File: src/rtl/serializer_defs.sv
// Shared definitions for the word serializer.
//   state_t        : serializer FSM state encoding
//   DEFAULT_WIDTH  : default bits per parallel word
package serializer_defs;

    typedef enum logic {
        ST_IDLE  = 1'b0,
        ST_SHIFT = 1'b1
    } state_t;

    localparam int unsigned DEFAULT_WIDTH = 4;

endpackage

File: src/rtl/word_hold_buf.sv
// One-entry holding buffer for the word waiting behind the one being shifted out.
// Ports:
//   clk      : clock, rising edge
//   reset_n  : asynchronous active-low reset, empties the buffer
//   wr_en    : store wr_data and mark full
//   wr_data  : {msb_first, word}
//   rd_en    : consume the stored entry (marks empty)
//   rd_data  : stored {msb_first, word}
//   full     : an entry is held
module word_hold_buf
    import serializer_defs::*;
#(
    parameter int unsigned WIDTH = DEFAULT_WIDTH
) (
    input  logic           clk,
    input  logic           reset_n,
    input  logic           wr_en,
    input  logic [WIDTH:0] wr_data,
    input  logic           rd_en,
    output logic [WIDTH:0] rd_data,
    output logic           full
);

    logic           r_full;
    logic [WIDTH:0] r_data;

    always_ff @(posedge clk or negedge reset_n) begin
        if (!reset_n) begin
            r_full <= 1'b0;
            r_data <= '0;
        end else begin
            // A write wins over a simultaneous read so a new word is never lost.
            if (wr_en) begin
                r_full <= 1'b1;
                r_data <= wr_data;
            end else if (rd_en) begin
                r_full <= 1'b0;
            end
        end
    end

    assign rd_data = r_data;
    assign full    = r_full;

endmodule

File: src/rtl/word_serializer.sv
// Parallel-in / serial-out stage. Takes one WIDTH-bit word per par handshake and emits it one
// bit per cycle on the ser handshake, MSB- or LSB-first as chosen per word. One pending word is
// held so consecutive words stream with no idle cycle.
// Ports:
//   clk, reset_n          : clock (rising edge) and asynchronous active-low reset
//   par_in, par_msb       : parallel word and its bit order (1 = MSB first)
//   par_valid, par_ready  : parallel-side handshake
//   ser_out, ser_last     : current serial bit, and flag for the final bit of its word
//   ser_valid, ser_ready  : serial-side handshake
//   busy                  : a word is being shifted out or is pending
module word_serializer
    import serializer_defs::*;
#(
    parameter int unsigned WIDTH = DEFAULT_WIDTH
) (
    input  logic             clk,
    input  logic             reset_n,
    input  logic [WIDTH-1:0] par_in,
    input  logic             par_msb,
    input  logic             par_valid,
    output logic             par_ready,
    output logic             ser_out,
    output logic             ser_valid,
    input  logic             ser_ready,
    output logic             ser_last,
    output logic             busy
);

    localparam int unsigned      CNT_W    = (WIDTH > 1) ? $clog2(WIDTH) : 1;
    localparam logic [CNT_W-1:0] LAST_IDX = CNT_W'(WIDTH - 1);

    state_t           r_state, w_state_nxt;
    logic [CNT_W-1:0] r_cnt, w_cnt_nxt;
    logic [WIDTH-1:0] r_shreg, w_shreg_nxt;
    logic             r_dir, w_dir_nxt;

    logic             w_in_acc, w_bit_acc, w_last, w_shifting;
    logic             w_pend_full, w_pend_wr, w_pend_rd;
    logic [WIDTH:0]   w_pend_rdata;

    word_hold_buf #(
        .WIDTH (WIDTH)
    ) u_hold (
        .clk     (clk),
        .reset_n (reset_n),
        .wr_en   (w_pend_wr),
        .wr_data ({par_msb, par_in}),
        .rd_en   (w_pend_rd),
        .rd_data (w_pend_rdata),
        .full    (w_pend_full)
    );

    assign w_shifting = (r_state == ST_SHIFT);
    assign w_last     = (r_cnt == LAST_IDX);
    assign w_in_acc   = par_valid & par_ready;
    assign w_bit_acc  = w_shifting & ser_ready;

    always_ff @(posedge clk or negedge reset_n) begin
        if (!reset_n) begin
            r_state <= ST_IDLE;
            r_cnt   <= '0;
            r_shreg <= '0;
            r_dir   <= 1'b0;
        end else begin
            r_state <= w_state_nxt;
            r_cnt   <= w_cnt_nxt;
            r_shreg <= w_shreg_nxt;
            r_dir   <= w_dir_nxt;
        end
    end

    always_comb begin
        w_state_nxt = r_state;
        w_cnt_nxt   = r_cnt;
        w_shreg_nxt = r_shreg;
        w_dir_nxt   = r_dir;
        w_pend_wr   = 1'b0;
        w_pend_rd   = 1'b0;

        unique case (r_state)
            ST_IDLE: begin
                if (w_in_acc) begin
                    w_shreg_nxt = par_in;
                    w_dir_nxt   = par_msb;
                    w_cnt_nxt   = '0;
                    w_state_nxt = ST_SHIFT;
                end
            end
            ST_SHIFT: begin
                if (w_bit_acc && !w_last) begin
                    // Move the next bit toward whichever end is emitting.
                    w_shreg_nxt = r_dir ? {r_shreg[WIDTH-2:0], 1'b0}
                                        : {1'b0, r_shreg[WIDTH-1:1]};
                    w_cnt_nxt   = r_cnt + 1'b1;
                end else if (w_bit_acc && w_last) begin
                    w_cnt_nxt = '0;
                    if (w_pend_full) begin
                        w_shreg_nxt = w_pend_rdata[WIDTH-1:0];
                        w_dir_nxt   = w_pend_rdata[WIDTH];
                        w_pend_rd   = 1'b1;
                    end else if (w_in_acc) begin
                        // Bypass: the incoming word goes straight into the shifter.
                        w_shreg_nxt = par_in;
                        w_dir_nxt   = par_msb;
                    end else begin
                        w_state_nxt = ST_IDLE;
                    end
                end
                // Any accepted word not taken by the bypass waits in the holding buffer.
                if (w_in_acc && !(w_bit_acc && w_last)) begin
                    w_pend_wr = 1'b1;
                end
            end
            default: begin
                w_state_nxt = ST_IDLE;
            end
        endcase
    end

    assign par_ready = ~w_pend_full;
    assign ser_valid = w_shifting;
    assign ser_out   = w_shifting & (r_dir ? r_shreg[WIDTH-1] : r_shreg[0]);
    assign ser_last  = w_shifting & w_last;
    assign busy      = w_shifting | w_pend_full;

endmodule
File: config.mk
export PLATFORM = sky130hd
export DESIGN_NAME = word_serializer
export DESIGN_NICKNAME = d
export VERILOG_FILES = /design/src/rtl/serializer_defs.sv /design/src/rtl/word_hold_buf.sv /design/src/rtl/word_serializer.sv
export SDC_FILE = /design/constraint.sdc
export NUM_CORES = 1
export LEC_CHECK = 0
export ABC_AREA = 1
export BUFFER_PORTS_ARGS = -buffer_cell sky130_fd_sc_hd__buf_2
export CELL_PAD_IN_SITES_DETAIL_PLACEMENT = 0
export CELL_PAD_IN_SITES_GLOBAL_PLACEMENT = 2
export CORE_MARGIN = 1.5
export CORE_UTILIZATION = 30
export DETAILED_ROUTE_END_ITERATION = 8
export GPL_TIMING_DRIVEN = 1
export PLACE_DENSITY_LB_ADDON = 0.1
export SLEW_MARGIN = 40
export SYNTH_ARGS = -nofsm -noshare
export SYNTH_HDL_FRONTEND = slang
export SYNTH_HIERARCHICAL = 1
export SYNTH_SLANG_ARGS = --single-unit
File: constraint.sdc
create_clock -name clk -period 2 [get_ports clk]
set_input_delay 0 -clock clk [delete_from_list [all_inputs] [get_ports clk]]
set_output_delay 0 -clock clk [all_outputs]
set_load 0.005 [all_outputs]
==> impl_results.md <==
- Setup TNS: 0 ns
- Worst path depth: 7
- Postcts setup bufs: 0
- Leak pwr: 0.548 nW
- CP Launch Point: r_cnt[0]$_DFFE_PN0P_
- Die H: 56.1 um
- Detailed Route Iter0 Violations: 6
- CP peak stage delay: 0.41 ns
- Final Non-Filler Cells: 170
- Fillers: 308
- H-tree Lvls: 1
- Total power draw: 1.36 mW
- Routed wl met2: 973 um
- Highest metal used: met4
- Placeable Area: 2710 um2
- Final design utilization: 38.3%
- Crit path max-delay family: simple AND/OR/NAND/NOR gates
- Cell variety after synth: 18
- Worst Max-Slew Pin Slew: 0.391 ns
- WL/cell: 12.7 um
- Largest net degree at the start of global routing: 15
- Initial antenna violation count: 0
- Seq cells post-synth: 14
- Latest clock arrival within the worst-skew pair: 0.28 ns
- Clk_skew: 0.00507 ns
- Total gr overflow: 0
- TritonCTS clock tree: done
- Ratio of cells with drive above 1 in the final layout: 20.9%
- Outcome: completed
- Setup CP Type: flop to flop
- Drt drc: 0
- Syn_nets: 126
- Number of hold violations in the final report: 0
- Critical-path maximum fanout: 6
- FF/Latch Area: 350 um2
- Period utilization: 79.9%
- Via density: 4.61
- PwrDens: 1310 nW/um2
- Hold/Removal Path Class: input pin to async pin
- Synth Area per Inst: 7.28 um2
- Root Driver: clkbuf_4
- Final instance area: 1040 um2
- CP endpoint: u_hold/rd_data[1]$_DFFE_PN0P_
- Multi-input gate area: 439 um2
- CTS clk-pin slew, worst paths: 0.10 ns
- Met3 routed WL: 81 um
- Initial core utilization: 31.2%
- Final setup violation count: 0
- Final #Nets: 150
- Worst rel slew slack: 73.8%
- Final HPWL DP: 1630 um
- Max cap viols: 0
- Via count: 783
- RSZ-0062 raised after global routing: false
- Post-DP Area: 941 um2
- Final ANT Viol Nets: 0
- Slew Limit Fails: 0
- Num CTS Buffers: 3
- Worst reg2reg endpoint: u_hold/rd_data[1]$_DFFE_PN0P_
- All-Layer GR Usage: 14.2%
- FMAX: 626 MHz
- Worst vdd ir: 0.000687 V
- Worst EP required: 2.18 ns
- # diodes: 0
- Syn Inst Count: 116
- Max Root-Sink Buffers: 2
- Reg2reg path depth: 7
- Final min period: 1.60 ns
- Pre-antenna DRT Iters: 4
- Placer Congestion: 0.731
- Synth warnings: 6
- Number of global-route vias before repair: 733
- Cell Chain, Critical Path: ha_1 -> nand2_2 -> nand2_2 -> nor2_1 -> inv_2 -> nand2_1 -> nand2_1
- WL final: 2150 um
- Critical-path top delay cell: dfrtp_1
- I/O Buffers: 13
- Critical path buffers and inverters: 1
- WL met1: 1080 um
- Full die area: 3140 um2
- R2R Path Start: r_cnt[0]$_DFFE_PN0P_
- Arrival @ worst endpoint: 1.78 ns
- Sequential area share after synthesis: 41.5%
- Worst Setup Start Kind: flop
- CP endpoint kind: flop
- R2R Setup Slk: 0.40 ns
- Global-route wire length before repair: 3480 um
- # rows: 19
- Mapped Area: 845 um2
- Clock sink count: 14
- Area growth syn-to-layout: 22.8%
- Chip Width: 56.1 um
- Placed Instances: 160
- I/O Pins: 14
==> metrics by stage <==
stage          setup slack [ns]  hold WS, ns
2_1_floorplan             0.584       -0.296
4_1_cts                   0.370        0.117
3_3_place_gp              0.456      -0.0767
3_5_place_dp              0.403      -0.0733
6_report                  0.403        0.129
5_1_grt                   0.210        0.134
==> report_power, final <==
part | internal [mW] | switching [mW] | leakage [nW]
combinational | 0.251 | 0.380 | 0.357
clock | 0.111 | 0.103 | 0.0210
sequential | 0.404 | 0.113 | 0.170
==> cells in the final DEF (no fill, tap or decap) <==
| master | count |
|---|---|
| o21ai_0 | 5 |
| clkbuf_8 | 1 |
| dlygate4sd3_1 | 6 |
| nand3_1 | 12 |
| nand2_1 | 45 |
| o21ai_1 | 2 |
| dfrtp_1 | 14 |
| nor2_2 | 2 |
| ha_1 | 1 |
| nor2_1 | 10 |
| inv_4 | 1 |
| a21oi_1 | 7 |
| nand2_2 | 2 |
| inv_1 | 5 |
| buf_2 | 13 |
| o211ai_1 | 1 |
| buf_4 | 2 |
| inv_2 | 2 |
| nand2_4 | 2 |
| nor2_8 | 1 |
| a22oi_1 | 2 |
| clkbuf_4 | 3 |
==> layout make-up <==
cell class	count	share of cell area, %
clock buffers	4	3.50
inverters	8	3.14
multi-input cells	92	42.3
flip-flops and latches	14	33.8
well taps	31	3.74
repair buffers	21	13.5
==> metal layers <==
layer / up-vias / track usage [%]
met1: 348 / 20.6
met4: 0 / 5.10
met2: 14 / 21.0
met5: - / 0
met3: 2 / 2.56
li1: 419 / -
==> cells in the mapped netlist <==
cell type	instances	area [um2]
nand2_4	2	22.5
nand3_1	12	60.1
a21oi_1	7	35.0
a22oi_1	2	15.0
nor2_8	1	20.0
nor2_1	10	37.5
o21ai_0	5	25.0
ha_1	1	12.5
inv_1	5	18.8
nand2_1	45	169
o21ai_1	2	10.0
nor2_2	2	12.5
nand2_2	2	12.5
dfrtp_1	14	350
o211ai_1	1	7.51
inv_2	2	7.51
buf_6	2	22.5
inv_4	1	6.26
==> cells by family after synthesis <==
group                    after synthesis  share of synthesized area [%]
AO/OA/AOI/OAI                         17                           11.0
adder cells (fa/ha/maj)                1                           1.48
buffers and inverters                 10                           6.52
flip-flops                            14                           41.5
AND/OR/NAND/NOR                       74                           39.6
==> flip-flops by register name (all words and copies together) (netlist names) <==
signal	flops
r_cnt	2
u_hold/full	1
u_hold/rd_data	5
r_dir	1
ser_valid	1
r_shreg	4
==> what timing repair did <==
| item | 4_1_cts | 5_1_grt |
|---|---|---|
| endpoints found under the setup margin | 0 | 0 |
| hold buffers | 6 | 0 |
| endpoints found under the hold margin | 19 | 0 |
| resized for setup | 0 | 0 |
==> worst min path at each step <==
stage | startpoint | end | slack [ns] | cells past startpoint
after floorplan | reset_n | r_cnt[0]$_DFFE_PN0P_ | -0.30 | 0
after global placement | reset_n | ser_valid$_DFF_PN0_ | -0.08 | 1
after detailed placement | reset_n | ser_valid$_DFF_PN0_ | -0.07 | 1
after CTS | ser_ready | r_cnt[0]$_DFFE_PN0P_ | 0.12 | 4
after global routing | ser_ready | r_shreg[3]$_DFFE_PN0P_ | 0.13 | 5
final | reset_n | ser_valid$_DFF_PN0_ | 0.13 | 2
Power figures use the tool's default switching activity.
